==> src/rtl/load_store_unit_pkg.sv <==
// Shared types and funct3 encodings for the load/store unit.
// Store funct3 values alias the matching load sizes (SB=LB, SH=LH, SW=LW).
package load_store_unit_pkg;

   typedef enum logic [1:0] {
      ST_IDLE   = 2'b00,
      ST_ACCESS = 2'b01,
      ST_RESP   = 2'b10,
      ST_FAULT  = 2'b11
   } lsu_state_t;

   typedef enum logic [1:0] {
      LSU_OK         = 2'b00,
      LSU_MISALIGNED = 2'b01,
      LSU_ILLEGAL    = 2'b10,
      LSU_TIMEOUT    = 2'b11
   } lsu_cause_t;

   localparam logic [2:0] F3_LB  = 3'b000;
   localparam logic [2:0] F3_LH  = 3'b001;
   localparam logic [2:0] F3_LW  = 3'b010;
   localparam logic [2:0] F3_LBU = 3'b100;
   localparam logic [2:0] F3_LHU = 3'b101;
   localparam logic [2:0] F3_SB  = 3'b000;
   localparam logic [2:0] F3_SH  = 3'b001;
   localparam logic [2:0] F3_SW  = 3'b010;

endpackage

==> src/rtl/lsu_data_align.sv <==
// Combinational lane logic: byte enables, store replication, request checks
// and load extraction/extension from the latched funct3 and offset.
module lsu_data_align
   import load_store_unit_pkg::*;
(
   input  logic        req_write,
   input  logic [2:0]  req_funct3,
   input  logic [1:0]  req_offset,
   input  logic [31:0] req_wdata,
   output logic [3:0]  req_be,
   output logic [31:0] req_wdata_rep,
   output logic        req_misaligned,
   output logic        req_illegal,
   input  logic [2:0]  ld_funct3,
   input  logic [1:0]  ld_offset,
   input  logic [31:0] ld_word,
   output logic [31:0] ld_data
);

   logic [7:0]  lane [4];
   logic [7:0]  ld_byte;
   logic [15:0] ld_half;

   genvar gi;
   generate
      for (gi = 0; gi < 4; gi++) begin : g_lane
         assign lane[gi] = ld_word[8*gi +: 8];
      end
   endgenerate

   assign ld_byte = lane[ld_offset];
   assign ld_half = ld_offset[1] ? ld_word[31:16] : ld_word[15:0];

   always_comb begin
      req_be         = 4'b0000;
      req_wdata_rep  = req_wdata;
      req_misaligned = 1'b0;
      req_illegal    = 1'b0;
      case (req_funct3)
         F3_LB, F3_LBU: begin
            req_be        = 4'b0001 << req_offset;
            req_wdata_rep = {4{req_wdata[7:0]}};
            req_illegal   = req_write && (req_funct3 == F3_LBU);
         end
         F3_LH, F3_LHU: begin
            req_be         = req_offset[1] ? 4'b1100 : 4'b0011;
            req_wdata_rep  = {2{req_wdata[15:0]}};
            req_misaligned = req_offset[0];
            req_illegal    = req_write && (req_funct3 == F3_LHU);
         end
         F3_LW: begin
            req_be         = 4'b1111;
            req_misaligned = (req_offset != 2'b00);
         end
         default: req_illegal = 1'b1;
      endcase
   end

   always_comb begin
      ld_data = 32'h0;
      case (ld_funct3)
         F3_LB:   ld_data = {{24{ld_byte[7]}}, ld_byte};
         F3_LBU:  ld_data = {24'h0, ld_byte};
         F3_LH:   ld_data = {{16{ld_half[15]}}, ld_half};
         F3_LHU:  ld_data = {16'h0, ld_half};
         F3_LW:   ld_data = ld_word;
         default: ld_data = 32'h0;
      endcase
   end

endmodule

==> src/rtl/load_store_unit.sv <==
// Memory-access stage: accepts one load/store, drives a held memory request
// and returns a single-cycle response; faulting requests never reach memory.
module load_store_unit
   import load_store_unit_pkg::*;
#(
   parameter int TIMEOUT_CYCLES = 255
) (
   input  logic        clk,
   input  logic        reset,
   input  logic        req_valid,
   output logic        req_ready,
   input  logic        req_write,
   input  logic [2:0]  req_funct3,
   input  logic [31:0] req_addr,
   input  logic [31:0] req_wdata,
   output logic        stall,
   output logic        resp_valid,
   output logic [31:0] resp_rdata,
   output logic [1:0]  resp_cause,
   output logic        mem_req,
   output logic        mem_we,
   output logic [31:0] mem_addr,
   output logic [3:0]  mem_be,
   output logic [31:0] mem_wdata,
   input  logic        mem_ack,
   input  logic [31:0] mem_rdata
);

   localparam int CNT_W = (TIMEOUT_CYCLES > 0) ? $clog2(TIMEOUT_CYCLES + 1) : 1;
   localparam logic [CNT_W-1:0] CNT_LAST = CNT_W'(TIMEOUT_CYCLES - 1);

   lsu_state_t        state_reg, state_next;
   lsu_cause_t        cause_reg, cause_next;
   logic              write_reg;
   logic [2:0]        funct3_reg;
   logic [1:0]        offset_reg;
   logic [31:0]       addr_reg;
   logic [3:0]        be_reg;
   logic [31:0]       wdata_reg;
   logic [31:0]       rdata_reg;
   logic [CNT_W-1:0]  cnt_reg;

   logic [3:0]  req_be;
   logic [31:0] req_wdata_rep;
   logic        req_misaligned;
   logic        req_illegal;
   logic [31:0] ld_data;

   lsu_data_align u_align (
      .req_write      (req_write),
      .req_funct3     (req_funct3),
      .req_offset     (req_addr[1:0]),
      .req_wdata      (req_wdata),
      .req_be         (req_be),
      .req_wdata_rep  (req_wdata_rep),
      .req_misaligned (req_misaligned),
      .req_illegal    (req_illegal),
      .ld_funct3      (funct3_reg),
      .ld_offset      (offset_reg),
      .ld_word        (mem_rdata),
      .ld_data        (ld_data)
   );

   always_comb begin
      state_next = state_reg;
      cause_next = cause_reg;
      req_ready  = 1'b0;
      mem_req    = 1'b0;
      resp_valid = 1'b0;
      resp_rdata = 32'h0;
      resp_cause = LSU_OK;
      case (state_reg)
         ST_IDLE: begin
            req_ready = 1'b1;
            if (req_valid) begin
               // Illegal funct3 outranks the alignment check, which is meaningless for it.
               if (req_illegal) begin
                  state_next = ST_FAULT;
                  cause_next = LSU_ILLEGAL;
               end else if (req_misaligned) begin
                  state_next = ST_FAULT;
                  cause_next = LSU_MISALIGNED;
               end else begin
                  state_next = ST_ACCESS;
                  cause_next = LSU_OK;
               end
            end
         end
         ST_ACCESS: begin
            mem_req = 1'b1;
            if (mem_ack) begin
               state_next = ST_RESP;
            end else if ((TIMEOUT_CYCLES != 0) && (cnt_reg == CNT_LAST)) begin
               state_next = ST_FAULT;
               cause_next = LSU_TIMEOUT;
            end
         end
         ST_RESP: begin
            resp_valid = 1'b1;
            resp_rdata = rdata_reg;
            state_next = ST_IDLE;
         end
         ST_FAULT: begin
            resp_valid = 1'b1;
            resp_cause = cause_reg;
            state_next = ST_IDLE;
         end
         default: state_next = ST_IDLE;
      endcase
   end

   // Gated by reset so the core is released the moment reset asserts.
   assign stall     = ~reset & (((state_reg == ST_IDLE) & req_valid) | (state_reg == ST_ACCESS));
   assign mem_we    = (state_reg == ST_ACCESS) & write_reg;
   assign mem_addr  = addr_reg;
   assign mem_be    = be_reg;
   assign mem_wdata = wdata_reg;

   always_ff @(posedge clk or posedge reset) begin
      if (reset) begin
         state_reg  <= ST_IDLE;
         cause_reg  <= LSU_OK;
         write_reg  <= 1'b0;
         funct3_reg <= 3'b000;
         offset_reg <= 2'b00;
         addr_reg   <= 32'h0;
         be_reg     <= 4'b0000;
         wdata_reg  <= 32'h0;
         rdata_reg  <= 32'h0;
         cnt_reg    <= '0;
      end else begin
         state_reg <= state_next;
         cause_reg <= cause_next;
         if ((state_reg == ST_IDLE) && req_valid) begin
            write_reg  <= req_write;
            funct3_reg <= req_funct3;
            offset_reg <= req_addr[1:0];
            addr_reg   <= {req_addr[31:2], 2'b00};
            be_reg     <= req_be;
            wdata_reg  <= req_wdata_rep;
         end
         cnt_reg <= (state_reg == ST_ACCESS) ? cnt_reg + CNT_W'(1) : '0;
         if ((state_reg == ST_ACCESS) && mem_ack) begin
            rdata_reg <= write_reg ? 32'h0 : ld_data;
         end
      end
   end

endmodule

==> config.mk <==
export PLATFORM = sky130hd
export DESIGN_NAME = load_store_unit
export DESIGN_NICKNAME = d
export VERILOG_FILES = /design/src/rtl/load_store_unit_pkg.sv /design/src/rtl/lsu_data_align.sv /design/src/rtl/load_store_unit.sv
export SDC_FILE = /design/constraint.sdc
export NUM_CORES = 1
export LEC_CHECK = 0
export BUFFER_PORTS_ARGS = -buffer_cell sky130_fd_sc_hd__buf_4
export CAP_MARGIN = 20
export CORE_ASPECT_RATIO = 0.6
export CORE_MARGIN = 2
export CORE_UTILIZATION = 30
export CTS_BUF_LIST = sky130_fd_sc_hd__clkbuf_8
export DETAILED_ROUTE_END_ITERATION = 6
export PLACE_DENSITY_LB_ADDON = 0.1
export SLEW_MARGIN = 20
export SYNTH_ARGS = -nofsm -noshare
export SYNTH_HDL_FRONTEND = slang
export SYNTH_SLANG_ARGS = --single-unit
==> constraint.sdc <==
create_clock -name clk -period 3.98 [get_ports clk]
set_input_delay 0.199 -clock clk [delete_from_list [all_inputs] [get_ports clk]]
set_output_delay 0.199 -clock clk [all_outputs]
set_load 0.01 [all_outputs]
Yosys cells after proc, flatten, opt, wreduce, memory -nomap -nowiden
Index checks and enable logic that the tools add are counted.
{"block": "op_classes", "shift": 1, "eq_ne": 16, "addsub": 1, "n_lt_le_gt_ge": 1, "n_reduce_logical": 14, "muxes": 28, "bitwise_logic": 6}
{"cell": "$pmux W32 S5", "count": 1}
{"cell": "$mux W32", "count": 2}
{"cell": "$pmux W32 S2", "count": 1}
{"cell": "$mux W8", "count": 3}
{"cell": "$mux W2", "count": 9}
{"cell": "$bmux W8 S2", "count": 1}
{"cell": "$mux W16", "count": 1}
{"cell": "$eq A3 B3 Y1 const B", "count": 4}
{"cell": "$pmux W4 S3", "count": 1}
{"cell": "$add A8 B1 Y8 const B", "count": 1}
{"cell": "$eq A8 B8 Y1 const B", "count": 1}
{"cell": "$eq A3 B1 Y1 const B", "count": 2}
{"cell": "$eq A3 B2 Y1 const B", "count": 2}
{"cell": "$logic_not A3 Y1", "count": 2}
{"cell": "$ne A2 B2 Y1 const B", "count": 3}
{"cell": "$pmux W2 S3", "count": 1}
{"cell": "$reduce_or A2 Y1", "count": 3}
{"cell": "$eq A2 B2 Y1 const B", "count": 2}
{"cell": "$logic_and A1 B1 Y1", "count": 4}
{"cell": "$mux W1", "count": 4}
{"cell": "$mux W4", "count": 1}
{"cell": "$pmux W2 S2", "count": 1}
{"cell": "$reduce_and A4 Y1", "count": 1}
{"cell": "$reduce_bool A2 Y1", "count": 2}
{"cell": "12 further kinds", "count": 14}
{"block": "totals", "input_bits": 104, "wordCells": 77, "register_bits": 116, "output_inout_bits": 107}

Longest topological paths before layout
{"block": "depth", "depth_word": 7, "mapped_depth": 8, "mapped_depth_nobuf": 6}

Cells and area by module
From an unflattened synthesis, not the netlist that was laid out.
{"block": "unflattened", "hier_cells": 579, "hier_area_um2": 6089.6}
{"mod": "load_store_unit", "seq_area_each_um2": 2902.8, "instances": 1, "cells_per_inst": 402, "area_per_inst_um2": 4805.9}
{"mod": "lsu_data_align", "seq_area_each_um2": 0.0, "instances": 1, "cells_per_inst": 177, "area_per_inst_um2": 1283.7}

Worst setup path after synthesis
OpenSTA, ideal clock, no wires.
{"block": "synth_path", "kind": "register to register", "from": "reg state_reg[1]", "to": "reg rdata_reg[16]", "required_time_ps": 3853, "setup_slack_ps": 2372, "arrival_time_ps": 1481, "n_path_buf": 3, "setup_time_ps": 127, "path_stages_with_launch": 8, "period_less_slack_ps": 1608, "cell_sequence": "dfrtp_1 -> clkbuf_2 -> nand2b_1 -> buf_6 -> inv_4 -> nand2_2 -> buf_2 -> a221o_2"}
{"block": "synth_via", "elab_chain_len": 2}
{"element": "from (decl)", "line_no": "load_store_unit.sv:32", "rtl": "lsu_state_t state_reg, state_next;"}
{"element": "from (signal assigned)", "line_no": "load_store_unit.sv:132", "rtl": "state_reg <= state_next;"}
{"element": "$eq A2 B1 Y1", "line_no": "load_store_unit.sv:143", "rtl": "if ((state_reg == ST_ACCESS) && mem_ack) begin"}
{"element": "$logic_and A1 B1 Y1", "line_no": "load_store_unit.sv:143"}
{"element": "to (signal assigned)", "line_no": "load_store_unit.sv:144", "rtl": "rdata_reg <= write_reg ? 32'h0 : ld_data;"}
{"element": "to (decl)", "line_no": "load_store_unit.sv:40", "rtl": "logic [31:0] rdata_reg;"}
Every way passes these cells.
A chain may end at the register's enable or synchronous reset.

Final worst setup path
{"block": "layout_path", "from": "reg state_reg[1]", "to": "reg rdata_reg[24]"}
The elaborated chain is that of the path after synthesis.

==> results.md <==
- Leakage power: 4.02 nW
- Drt pass-1 iters: 4
- DR iter-0 viols: 375
- WL final: 17,900 µm
- PwrDens: 668 nW/µm²
- CP startpoint kind: register
- Global Route Usage Sum: 19.0%
- CP max FO: 33
- Die Height: 109 µm
- Yosys top cell area share: 53.1%
- CP Depth: 5
- Clock insertion delay at the later pin of the skew report: 0.42 ns
- Sequential area share after synthesis: 53.1%
- Post-Route Setup TNS: 0 ns
- Port bufs: 208
- Yosys warns: 0
- Flop pwr share: 37.0%
- Share of cells above drive strength 1: 33.9%
- Hpwl dp: 12,700 µm
- Num CTS Buffers: 17
- CTS tree: yes
- Switching share of power: 38.6%
- Combinational power share: 41.0%
- Worst hold margin: 0.0288 ns
- Final period util: 60.6%
- FF-to-FF Start: state_reg[1]$_DFFE_PP0P_
- Max-cap check violation count: 0
- Cell Rows: 38
- H-tree Lvls: 4
- PnR Total Power: 5.35 mW
- Asr flop ratio synth: 100%
- Clock root cell: clkbuf_8
- Design Area, Final: 8000 µm²
- First-pass GRT wire length: 28,100 µm
- Nets@finish: 917
- Commonest cells post-synth: 176 x nand2_1, 116 x dfrtp_1, 51 x o21ai_0
- Pre-CTS setup slack: 1.59 ns
- Post-synth EDFFs: 0
- WP buf/inv: 1
- Crit path max-delay family: simple AND/OR/NAND/NOR gates
- Slew @ Worst Pin: 0.981 ns
- Hold Crit Start: mem_rdata[29]
- Status: complete, no violations
- Worst path slowest cell: nor3_4
- Internal power: 3.28 mW
- Hold Path End: rdata_reg[29]$_DFFE_PP0P_
- Slew margin rel.: 34.6%
- I/O pin cnt: 211
- Fillers: 1,757
- Largest net degree at the start of global routing: 101
- Core Box Area: 18,000 µm²
- Wire per inst: 16.9 µm
- Max-slew violation count: 0
- Vias in the first global route: 5,033
- PnR worst setup slack: 1.57 ns
- Die width: 178 µm
- Initial Util: 30.4%
- # DRC: 0
- Post-synthesis register bit count: 116
- FMAX: 415 MHz
- Cell taking the most area after synthesis: dfrtp_1
- Reg-to-reg endpoint: rdata_reg[24]$_DFFE_PP0P_
- Initial antenna violation count: 0
- Reg clk slew, reported paths: 0.08 ns
- Cell variety after synth: 48
- Worst path cell trace: nand2b_1 -> inv_4 -> nand2_2 -> nor3_4 -> a221o_2
- Final Wtd Congestion: 0.799
- Post-DR vias/cell: 4.66
- Hold depth: 2
- Clk_skew: 0.0181 ns
- Flop-to-flop setup slack: 1.57 ns
- WP data required: 4.34 ns
- Syn Area/Cell: 9.45 µm²
- Via count: 4,958
- RSZ-0062 raised after global routing: false
- CTS Sinks: 116
- Min-delay worst type: input port to register
- DRT antenna net count: 0
- Clock share of power: 22.0%
- Final setup fails: 0
- Post-CTS Setup Inserts: 0
- NetSw: 2.07 mW
- Worst Path Arrival: 2.77 ns
- Tmin final: 2.41 ns
- Top post-synthesis cells by area: dfrtp_1 53%, nand2_1 12%, o21ai_0 4.7%
- Crit path capture type: register
- Max stage delay on crit path: 0.70 ns
- Area after DPL: 7190 µm²
- Antenna Cells: 0
- R2r worst-path depth: 5
- Top_reg_cell synth: dfrtp_1
- Grt total ovfl: 0
- Top-count cell post-synth: nand2_1
- Synthesized cell area: 5470 µm²
- Crit path kind: register to register
- Gate Count Post-Synth: 579
- Worst vdd ir: 333 µV
- Fin. Hold Viols: 0
- Area Growth Syn to Fin: 46.3%
- CTS max path bufs: 2
- DIE AREA: 19,400 µm²
## routing by layer
| layer | GRT usage, % | vias up | part of all wire (%) |
|---|---|---|---|
| met1 | 28.1 | 2371 | 50 |
| met2 | 26.7 | 143 | 42 |
| met4 | 4.65 | 0 | 0.79 |
| li1 | - | 2432 | - |
| met5 | 0 | - | 0 |
| met3 | 5.84 | 12 | 7.2 |
## cells in the final DEF, fill, tap and decap left out, types with 3 or more instances in the layout
master	Yosys	routed
nor2_1	24	24
nand3_1	5	5
inv_1	8	8
clkinv_4	0	4
a221oi_1	7	7
buf_4	3	211
clkbuf_8	0	17
clkinvlp_4	0	3
o21ai_0	51	51
and3_1	4	4
xor2_1	4	4
dfrtp_1	116	116
and2_1	34	33
nand2b_1	4	4
a221o_2	16	16
nor3_1	3	3
a21oi_1	18	18
inv_6	0	3
bufinv_16	0	3
or3_1	3	3
dlygate4sd3_1	0	40
a222oi_1	8	8
mux2i_1	25	25
mux2_2	7	7
nand2_1	176	175
## worst register-to-register path: stages (launching register included)
cell and delay, ns:
dfrtp_1 0.46, nand2b_1 0.36, inv_4 0.16, nand2_2 0.39
nor3_4 0.71, a221o_2 0.27
## area by class of cell
cell class	instances	area (µm²)	share of cell area, %
Clock buffer	17	234	2.92
Clock inverter	15	183	2.28
Inverter	9	38.8	0.485
Multi-Input combinational cell	416	2360	29.5
Sequential cell	116	2900	36.3
Tap cell	240	300	3.75
Timing Repair Buffer	251	1980	24.8
## cell families after synthesis
family          after synthesis  synth area share (%)
simple gates                265                  21.7
mux                          33                  6.43
xor+xnor                      5                 0.801
buf+inv                      48                  4.03
compound gates              109                  13.5
fa+ha+maj                     2                 0.457
other cells                   1                0.0686
flops                       116                  53.1
## stage by stage
step	std cells	utilization, %
floorplan	580	-
global placement	992	40.0
detailed placement	992	40.0
CTS	1064	44.5
global route	1064	44.5
finish	1064	44.5
## timing repair
item                      in CTS  in global routing
gates resized for setup        0                  0
hold buffers                  40                  0
hold endpoints to repair      91                  0
## worst max path at each step
stage                     slack (ns)                   endpoint                startpoint
after floorplan                 0.71   cause_reg[0]$_DFFE_PP0P_                     reset
after global placement          1.67  rdata_reg[19]$_DFFE_PP0P_  state_reg[1]$_DFFE_PP0P_
after detailed placement        1.59  rdata_reg[23]$_DFFE_PP0P_  state_reg[1]$_DFFE_PP0P_
after CTS                       1.58  rdata_reg[19]$_DFFE_PP0P_  state_reg[1]$_DFFE_PP0P_
after global routing            1.29  rdata_reg[27]$_DFFE_PP0P_  state_reg[1]$_DFFE_PP0P_
final                           1.57  rdata_reg[24]$_DFFE_PP0P_  state_reg[1]$_DFFE_PP0P_
## power groups by stage
stage                     Combinational, mW  Clock, mW  Sequential [mW]
after detailed placement               2.19          0             1.98
after global placement                 2.16          0             1.97
after floorplan                        1.07          0             2.05
final                                  2.19       1.17             1.98
after CTS                              2.22       1.21             1.98
after global routing                   2.44       1.26             2.05
(Power assumes the default switching activity.)
